File: src/rtl/serial_bit_feeder_if.sv
// serial_bit_feeder_if
//   Parallel-word valid/ready handshake into the serial bit feeder.
//   Signals:
//     din        word to serialize (master -> slave)
//     din_valid  din is valid this cycle (master -> slave)
//     din_ready  slave can take a word this cycle (slave -> master)
//   Modports: master (word producer), slave (serial_bit_feeder).
interface serial_bit_feeder_if #(
   parameter int unsigned WIDTH = 8
);
   logic [WIDTH-1:0] din;
   logic             din_valid;
   logic             din_ready;

   modport master (output din, output din_valid, input din_ready);
   modport slave  (input din, input din_valid, output din_ready);
endinterface

File: src/rtl/serial_bit_feeder.sv
// serial_bit_feeder
//   Takes parallel words over a valid/ready handshake and shifts them out one bit per
//   enabled clock on x_o/x_valid_o. A one-word holding buffer lets back-to-back frames
//   stream with no gap bits. x_o feeds a sequence detector's serial input directly.
//   Parameters:
//     WIDTH      data bits per word (>= 2)
//     MSB_FIRST  1: din[WIDTH-1] goes out first; 0: din[0] goes out first
//   Ports:
//     clk_i          rising-edge clock
//     reset_i        synchronous active-high reset
//     in_if          slave side of the word handshake (din, din_valid, din_ready)
//     bit_en_i       shift strobe; the stream advances only on edges where it is 1
//     x_o            current serial bit
//     x_valid_o      x_o carries a frame bit
//     frame_start_o  x_o is bit 0 of a frame
//     busy_o         x_valid_o or holding buffer full
//   Build option: define PARITY_EN to append an even-parity bit to every frame
//   (frame becomes WIDTH+1 bits).
module serial_bit_feeder #(
   parameter int unsigned WIDTH     = 8,
   parameter bit          MSB_FIRST = 1'b1
) (
   input  logic               clk_i,
   input  logic               reset_i,
   serial_bit_feeder_if.slave in_if,
   input  logic               bit_en_i,
   output logic               x_o,
   output logic               x_valid_o,
   output logic               frame_start_o,
   output logic               busy_o
);

   localparam int unsigned     CntW     = $clog2(WIDTH + 1);
   localparam logic [CntW-1:0] LastData = CntW'(WIDTH - 1);

   typedef enum logic [1:0] {StIdle, StShift, StParity} state_e;

   state_e           state_q;
   logic [WIDTH-1:0] buf_q;
   logic             buf_full_q;
   logic [WIDTH-1:0] shreg_q;
   logic [CntW-1:0]  cnt_q;
`ifdef PARITY_EN
   logic             parity_q;
`endif

   logic accept;
   logic advance;
   logic frame_end;
   logic reload;
   logic head_bit;

   always_comb begin
      head_bit  = MSB_FIRST ? shreg_q[WIDTH-1] : shreg_q[0];
      // Accept only looks at buf_full_q, so din_ready has no path from din_valid.
      accept    = in_if.din_valid && !buf_full_q;
      advance   = bit_en_i && (state_q != StIdle);
`ifdef PARITY_EN
      frame_end = bit_en_i && (state_q == StParity);
`else
      frame_end = bit_en_i && (state_q == StShift) && (cnt_q == LastData);
`endif
      // Reload needs a full buffer and accept needs an empty one, so the two never
      // coincide; that is what makes zero-gap streaming safe with a single buffer.
      reload    = buf_full_q && ((state_q == StIdle) || frame_end);
   end

   always_ff @(posedge clk_i) begin
      if (reset_i) begin
         state_q    <= StIdle;
         buf_q      <= '0;
         buf_full_q <= 1'b0;
         shreg_q    <= '0;
         cnt_q      <= '0;
`ifdef PARITY_EN
         parity_q   <= 1'b0;
`endif
      end else begin
         if (accept) begin
            buf_q      <= in_if.din;
            buf_full_q <= 1'b1;
         end
         if (reload) begin
            shreg_q    <= buf_q;
            buf_full_q <= 1'b0;
            cnt_q      <= '0;
            state_q    <= StShift;
`ifdef PARITY_EN
            parity_q   <= ^buf_q;
`endif
         end else if (frame_end) begin
            state_q <= StIdle;
            cnt_q   <= '0;
         end else if (advance) begin
            shreg_q <= MSB_FIRST ? {shreg_q[WIDTH-2:0], 1'b0} : {1'b0, shreg_q[WIDTH-1:1]};
            cnt_q   <= cnt_q + 1'b1;
`ifdef PARITY_EN
            if ((state_q == StShift) && (cnt_q == LastData)) begin
               state_q <= StParity;
            end
`endif
         end
      end
   end

   // All outputs decode registered state only.
   always_comb begin
      unique case (state_q)
         StShift:  x_o = head_bit;
`ifdef PARITY_EN
         StParity: x_o = parity_q;
`endif
         default:  x_o = 1'b0;
      endcase
      x_valid_o       = (state_q != StIdle);
      frame_start_o   = x_valid_o && (cnt_q == '0);
      busy_o          = x_valid_o || buf_full_q;
      in_if.din_ready = !buf_full_q;
   end

endmodule

File: src/flat_wrapper.sv
// flat-port wrapper written by rule: the top's interface ports become plain ports
module serial_bit_feeder_flat 
#(
   parameter int unsigned WIDTH     = 8,
   parameter bit          MSB_FIRST = 1'b1
)
  (clk_i, reset_i, bit_en_i, x_o, x_valid_o, frame_start_o, busy_o, in_if_din, in_if_din_valid, in_if_din_ready);
  serial_bit_feeder_if #(.WIDTH(WIDTH)) in_if_i ();
  input  logic clk_i;
  input  logic reset_i;
  input  logic bit_en_i;
  output logic x_o;
  output logic x_valid_o;
  output logic frame_start_o;
  output logic busy_o;
  input wire logic [$bits(in_if_i.din)-1:0] in_if_din;
  input wire logic [$bits(in_if_i.din_valid)-1:0] in_if_din_valid;
  output wire logic [$bits(in_if_i.din_ready)-1:0] in_if_din_ready;
  assign in_if_i.din = in_if_din;
  assign in_if_i.din_valid = in_if_din_valid;
  assign in_if_din_ready = in_if_i.din_ready;
  serial_bit_feeder #(.WIDTH(WIDTH), .MSB_FIRST(MSB_FIRST)) u_core (.clk_i(clk_i), .reset_i(reset_i), .in_if(in_if_i), .bit_en_i(bit_en_i), .x_o(x_o), .x_valid_o(x_valid_o), .frame_start_o(frame_start_o), .busy_o(busy_o));
endmodule
File: config.mk
export PLATFORM = sky130hd
export DESIGN_NAME = serial_bit_feeder_flat
export DESIGN_NICKNAME = d
export VERILOG_FILES = /design/src/rtl/serial_bit_feeder_if.sv /design/src/rtl/serial_bit_feeder.sv /design/src/flat_wrapper.sv
export SDC_FILE = /design/constraint.sdc
export NUM_CORES = 1
export LEC_CHECK = 0
export ABC_CLOCK_PERIOD_IN_PS = 2800
export BUFFER_PORTS_ARGS = -buffer_cell sky130_fd_sc_hd__buf_2
export CAP_MARGIN = 20
export CORE_MARGIN = 5
export CORE_UTILIZATION = 29
export CTS_CLUSTER_SIZE = 40
export DETAILED_ROUTE_END_ITERATION = 10
export SETUP_SLACK_MARGIN = 0.5
export SYNTH_ARGS = -nofsm -noshare
export SYNTH_HDL_FRONTEND = slang
export SYNTH_SLANG_ARGS = --single-unit
File: constraint.sdc
create_clock -name clk_i -period 2.8 [get_ports clk_i]
set_input_delay 0.28 -clock clk_i [delete_from_list [all_inputs] [get_ports clk_i]]
set_output_delay 0.28 -clock clk_i [all_outputs]
set_load 0.005 [all_outputs]
Yosys cells after proc, flatten, opt, wreduce, memory -nomap -nowiden
Index checks and enable logic that the tools add are counted.

word-level totals
  flip-flop bits (word level) = 22
  input port bits = 12
  output and inout bits = 5
  word-level logic and storage cells = 29

operators by class
  add/sub/neg operators = 1
  equality and inequality tests = 2
  multiplexer cells = 6
  reductions and logical operators = 15

operator list
  kind                                                  count
  2-to-1 mux 8 bit                                      3
  logical AND 1 bit                                     5
  adder 4 x 1 -> 4 bit (second input constant)          1
  equality test 4 x 3 -> 1 bit (second input constant)  1
  zero test 4 bit                                       1
  nonzero test 2 bit                                    2
  2-to-1 mux 1 bit                                      3
  OR reduction 3 bit                                    1
  zero test 2 bit                                       1
  logical OR 1 bit                                      2
  inequality test 2 bit (second input constant)         1
  AND reduction 2 bit                                   1
  OR reduction 2 bit                                    1
  zero test 1 bit                                       1

Longest topological paths before layout
Gate-level depths: netlist of the first run.

  word-level depth = 6
  depth in mapped cells = 5
  gate-level depth less buffers = 5

Worst setup path before layout of the first run
OpenSTA, ideal clock, no wires.

  path type = register -> register
  start point = reg u_core.cnt_q[0]
  end point = reg u_core.cnt_q[3]
  library setup time = 79 ps
  arrival time = 1414 ps
  required time = 2721 ps
  slack = 1307 ps
  stages on the path, launching flop included = 5
  buffers on the path = 0
  path through = dfxtp_1 -> ha_1 -> and3b_1 -> or4_1 -> a211oi_2

between the ends
  word-level cells in the longest chain between the ends = 5

ends and longest elaborated chain
  item                                 line                     source
  from (decl)                          serial_bit_feeder.sv:42  logic [CntW-1:0] cnt_q;
  from (signal assigned)               serial_bit_feeder.sv:96  cnt_q <= cnt_q + 1'b1;
  equality test 4 x 3 -> 1 bit         serial_bit_feeder.sv:61  frame_end = bit_en_i && (state_q == StShift) && (cnt_q == LastData);
  logical AND 1 bit                    serial_bit_feeder.sv:61
  logical OR 1 bit                     serial_bit_feeder.sv:65  reload = buf_full_q && ((state_q == StIdle) || frame_end);
  logical AND 1 bit                    serial_bit_feeder.sv:65
  OR reduction 3 bit (no source line)  --

Several ways; a longest one is shown, not always the timed one.
A chain may end at the register's enable or synchronous reset.

Worst setup path in the final report of the first run
Ends and elaborated chain as after synthesis.

==> results.yml, run 1 <==
place:
  place_congestion: 0.754
  portBuffers: 16
  dp.cells: 153
  placed_area_um2: 1100
  dpl.hpwl_mm: 1.33
worst_setup_path:
  r2r_end: "u_core.cnt_q[3]$_SDFFE_PP0P_"
  cp_top_family: "simple AND/OR/NAND/NOR gates"
  endpoint: "u_core.cnt_q[3]$_SDFFE_PP0P_"
  r2r_cells: 4
  cp_slowest_cell: "or4_1"
  worstSetupPathDepth: 4
  worst_ep_required_time_ps: 3030
  r2r_slack_ps: 1070
  worstSetupPathType: "flop to flop"
  critPathLaunchType: "flop"
  slowest_delay_ps: 560
  path_max_fanout: 11
  cp_cell_sequence: "ha_1 > and3b_1 > or4_1 > a211oi_2"
  startpoint: "u_core.cnt_q[0]$_SDFFE_PP0P_"
  rr_startpoint: "u_core.cnt_q[0]$_SDFFE_PP0P_"
  worstPathArrival_ps: 1960
  cp-end-kind: "flop"
  worst-path-buf-inv: 0
sta:
  hold_viol_final: 0
  finalCriticalPeriod_ps: 1730
  period_share: 0.618
  tightest_slew_ps: 633
  grt_setup_unrepaired: "false"
  setup_viol: 0
  fin_worst_skew_ps: 1.93
  setup_tns_ps: 0
  slew_headroom: 0.578
  maxSlewViolCount: 0
  fmax_ghz: 0.578
grt:
  grt_max_degree: 26
  track_usage: 0.0893
  antenna_found_initial: 0
  grt_first_pass_wirelength_mm: 3.19
  grt_pass1_vias: 710
  grt_overflow: 0
yosys:
  seq_area_frac_synth: 0.447
  postSynthAreaPerCell_um2: 10.3
  yosysUniqueCellTypes: 30
  ys_ff_latch: 22
  yosysTopAreaCellShare: 0.447
  yosysMostFrequentCell: "dfxtp_1"
  synth-main-ff-cell: "dfxtp_1"
  yosys-top-cells-count: "dfxtp_1 (22), nor2_1 (10), mux2i_1 (9)"
  yosysTopAreaCell: "dfxtp_1"
  async_flop_share: 0
  syn_area_um2: 985
  syn_nets: 110
  syn_inst: 96
  yosysWarnings: 0
  synth-edff-count: 0
  synthTopCellsByArea: "dfxtp_1 (45%), mux2i_1 (9.1%), a221o_1 (7.1%), nor4b_1 (6.2%), a211oi_2 (3.8%)"
cells_and_area:
  stdcell_area_um2: 1130
  fill_cells: 362
  multi_input_area_um2: 499
  stdcell_count: 157
  n_antenna_cell: 0
  drive_gt1_frac: 0.234
  final_nets: 126
  syn2layout_area_growth_pct: 15.0
  regArea_um2: 440
clock_tree:
  clock-root-buffer: "clkbuf_4"
  cts_tree: "built"
  cts_hold_buf: 0
  cts_setup_buffers: 0
  cts_sinks: 22
  h-tree-depth: 1
  cts_made_buffers: 3
  clockBufferDepth: 2
  clk_transition_reported_paths_ps: 120
  post_cts_resized: 0
  clock_latency_ps: 300
floorplan:
  die_w_um: 68.3
  die_h_um: 68.3
  rows: 21
  core-area_um2: 3310
  io_pins: 17
  dieArea_um2: 4660
  initial_core_util: 0.297
route:
  dr_total_vias: 746
  drt_wl_total_mm: 1.85
  detail_route.wl_per_cell_um: 11.8
  firstDrtPassIters: 4
  via_per_inst: 4.75
  remaining_drc_errors: 0
  drtAntennaViolNets: 0
  drtIter0Drc: 51
pwr:
  leakagePower_uw: 0.000437
  p_per_area_nw_per_um2: 510
  max-vdd-ir-drop_mv: 0.117
run:
  maxCapViolations: 0
worst_hold_path:
  hp-class: "input port to flop"
  min_path_cells: 3
outcome:
  outcome: "finished, final reports clean"
[cell type report]
| type | instances | share of cell area |
|---|---|---|
| Tap cell | 46 | 0.0508 |
| Multi-Input combinational cell | 65 | 0.441 |
| Sequential cell | 22 | 0.389 |
| Inverter | 3 | 0.00994 |
| Timing Repair Buffer | 17 | 0.0773 |
| Clock buffer | 4 | 0.0320 |
[power by group]
| part | switching (µW) | total [µW] | leakage (µW) | internal [µW] |
|---|---|---|---|---|
| Sequential | 11.3 | 338 | 0.000179 | 327 |
| Clock | 90.7 | 170 | 0.0000210 | 79.2 |
| Combinational | 36.9 | 69.2 | 0.000236 | 32.3 |
[worst min-delay path, cell delays in order]
cell and delay [ps]:
buf_2 70, mux2i_1 50, nor2_1 70
[stage by stage]
step | total power (µW) | hold slack, ps | setup WS (ps) | util
after floorplan | 391 | 427 | 1310 | -
after global placement | 415 | 464 | 1150 | 0.331
after detailed placement | 416 | 467 | 1100 | 0.331
after CTS | 592 | 195 | 1060 | 0.342
after global routing | 615 | 188 | 981 | 0.342
final | 578 | 207 | 1070 | 0.342
[cells by family (layout without fill, tap and decap cells)]
group / Yosys count / after routing / synth area share
fa+ha+maj: 2 / 2 / 0.0254
simple gates: 37 / 37 / 0.230
buf+inv: 9 / 24 / 0.0457
flops: 22 / 22 / 0.447
xor+xnor: 1 / 1 / 0.00890
mux: 9 / 9 / 0.0915
compound gates: 16 / 16 / 0.151
[registers in the layout, summed over array words and instances (netlist names)]
signal,flops
u_core.cnt_q,4
u_core.state_q,1
u_core.buf_q,8
u_core.shreg_q,8
u_core.buf_full_q,1
[worst min-delay path by stage]
stage	start	endpoint	slack, ps
2_1_floorplan	in_if_din[0]	u_core.buf_q[0]$_SDFFE_PP0P_	430
3_3_place_gp	u_core.shreg_q[2]$_SDFFE_PP0P_	u_core.shreg_q[2]$_SDFFE_PP0P_	460
3_5_place_dp	u_core.shreg_q[2]$_SDFFE_PP0P_	u_core.shreg_q[2]$_SDFFE_PP0P_	470
4_1_cts	in_if_din[5]	u_core.buf_q[5]$_SDFFE_PP0P_	200
5_1_grt	in_if_din[5]	u_core.buf_q[5]$_SDFFE_PP0P_	190
6_report	in_if_din[7]	u_core.buf_q[7]$_SDFFE_PP0P_	210
[placed cells by master (no fill, tap or decap), drive strengths merged]
cell	count
dfxtp	22
buf	17
nor2	10
mux2i	9
nor4b	7
a221o	7
clkbuf	4
inv	3
nand3	3
nor3	3
a211oi	3
nand2	2
nor2b	2
o21ai	2
nand2b	2
a21oi	2
ha	2
nor4bb	1
or2	1
and2	1
and3b	1
nand4b	1
xor2	1
a2bb2oi	1
or3	1
nand4bb	1
a31oi	1
or4	1
[routing by layer]
layer / track usage / part of all wire / wire length [µm]
met5: 0 / 0 / 0
met4: 0.0447 / 0.011 / 20
met3: 0.0213 / 0.031 / 58
met2: 0.130 / 0.43 / 801
met1: 0.122 / 0.53 / 974
No activity file was read; power rests on OpenSTA's default activity.
==> run 2: changes to the inputs <==
Settings changed: ABC_CLOCK_PERIOD_IN_PS 2800 to 1550.
Clock period 2.8 ns to 1.55 ns, I/O delays scaled along.
==> run 2 against run 1 <==
Effect of this change: die area unchanged; via count up 11%; flip-flop and latch count unchanged; power up 120%; count of clock-buffer cells in the layout down 1; routed wire length up 20%; fmax up 20%; sequential share of layout area down 7.1 points; sequential power up 80%; worst hold slack worse by 130 ps; highest routed layer unchanged.
==> results.yml, run 2 (synthesized netlist as in run 1, its figures left out) <==
sta:
  slew_headroom: 0.706
  setup_viol: 0
  grt_setup_unrepaired: "true"
  period_share: 0.930
  setup_tns_ps: 0
  maxSlewViolCount: 0
  fin_worst_skew_ps: 1.45
  whs_ps: 77.7
  fmax_ghz: 0.694
  finalCriticalPeriod_ps: 1440
  tightest_slew_ps: 441
  hold_viol_final: 0
route:
  detail_route.wl_per_cell_um: 13.0
  drtAntennaViolNets: 0
  dr_total_vias: 825
  drt_wl_total_mm: 2.22
  remaining_drc_errors: 0
  drtIter0Drc: 19
  firstDrtPassIters: 4
  via_per_inst: 4.82
grt:
  grt_overflow: 0
  grt_max_degree: 17
  antenna_found_initial: 0
  track_usage: 0.0996
  grt_first_pass_wirelength_mm: 3.46
  grt_pass1_vias: 779
clock_tree:
  clk_transition_reported_paths_ps: 120
  cts_made_buffers: 3
  clock-root-buffer: "clkbuf_4"
  cts_hold_buf: 0
  h-tree-depth: 1
  cts_sinks: 22
  cts_tree: "built"
  clockBufferDepth: 2
  clock_latency_ps: 300
worst_setup_path:
  path_max_fanout: 5
  worstPathArrival_ps: 1680
  critPathLaunchType: "flop"
  cp-end-kind: "flop"
  worstSetupPathType: "flop to flop"
  worst_ep_required_time_ps: 1780
floorplan:
  die_w_um: 68.3
  core-area_um2: 3310
  initial_core_util: 0.297
  dieArea_um2: 4660
  rows: 21
  die_h_um: 68.3
  io_pins: 17
pwr:
  switching_share: 0.229
  p_clk_frac: 0.343
  switching_power_uw: 287
  combPwrFrac: 0.170
  leakagePower_uw: 0.000539
  max-vdd-ir-drop_mv: 0.463
  sequentialPowerShare: 0.487
  p_int_uw: 965
  p_per_area_nw_per_um2: 875
worst_hold_path:
  hp-class: "input port to flop"
cells_and_area:
  final_nets: 140
  drive_gt1_frac: 0.472
  syn2layout_area_growth_pct: 45.4
  final_common_cell: "dfxtp_1"
  n_antenna_cell: 0
  multi_input_area_um2: 598
  fill_cells: 339
  reg.largest.list: "u_core.buf_q x8, u_core.shreg_q x8, u_core.cnt_q x4"
  final_cell_mix: "dfxtp_1 (18), buf_2 (12), nor2_1 (10), buf_4 (10), mux2i_1 (8)"
  regArea_um2: 455
place:
  portBuffers: 16
  place_congestion: 0.714
  dpl.hpwl_mm: 1.57
run:
  maxCapViolations: 0
outcome:
  outcome: "finished, final reports clean"
-- run 2: timing repair --
action	in CTS	in global routing
resized for setup	12	22
setup buffers	4	6
pin swaps	4	8
setup endpoints to repair	21	27
hold endpoints to repair	0	0
-- run 2: worst paths after layout --
path	slack, ps	start	endpoint	depth (start not counted)
worst max-delay path	110	u_core.cnt_q[0]$_SDFFE_PP0P_	u_core.cnt_q[3]$_SDFFE_PP0P_	4
worst min-delay path	80	in_if_din[4]	u_core.buf_q[4]$_SDFFE_PP0P_	3
worst max register to register	110	u_core.cnt_q[0]$_SDFFE_PP0P_	u_core.cnt_q[3]$_SDFFE_PP0P_	4
worst min register to register	500	u_core.shreg_q[1]$_SDFFE_PP0P_	u_core.shreg_q[1]$_SDFFE_PP0P_	1
-- run 2: per-layer routing --
layer | wire [µm] | GRT usage | share of wire | vias to the layer above
li1 | - | - | - | 418
met1 | 994 | 0.124 | 0.45 | 393
met2 | 1130 | 0.156 | 0.51 | 12
met3 | 84 | 0.0263 | 0.038 | 2
met4 | 16 | 0.0521 | 0.0072 | 0
met5 | 0 | 0 | 0 | -
-- run 2: cell type report --
class,count,area share
multi-input combinational,65,0.418
sequential,22,0.318
timing repair buffer,31,0.174
tap,46,0.0402
clock inverter,1,0.0210
clock buffer,3,0.0157
inverter,3,0.0131
-- run 2: metrics by stage --
step	setup WS [ps]	std cells	instance area, µm²	util	power [µW]
floorplan	202	96	1010	-	711
global placement	154	157	1160	0.352	763
detailed placement	109	157	1160	0.352	768
CTS	121	165	1290	0.389	1230
global route	12.6	171	1430	0.432	1310
finish	109	171	1430	0.432	1250
-- run 2: worst max-delay path: stages, from the launching register on --
cell and delay [ps]:
dfxtp_4 380, ha_4 170, and3b_1 220, or4_1 420
a211oi_2 170
-- run 2: power by group through the flow --
stage,Clock [µW],Sequential [µW],Combinational (µW)
floorplan,0,616,94.6
global placement,0,623,139
detailed placement,0,624,144
CTS,447,611,172
global route,471,613,230
finish,429,609,213
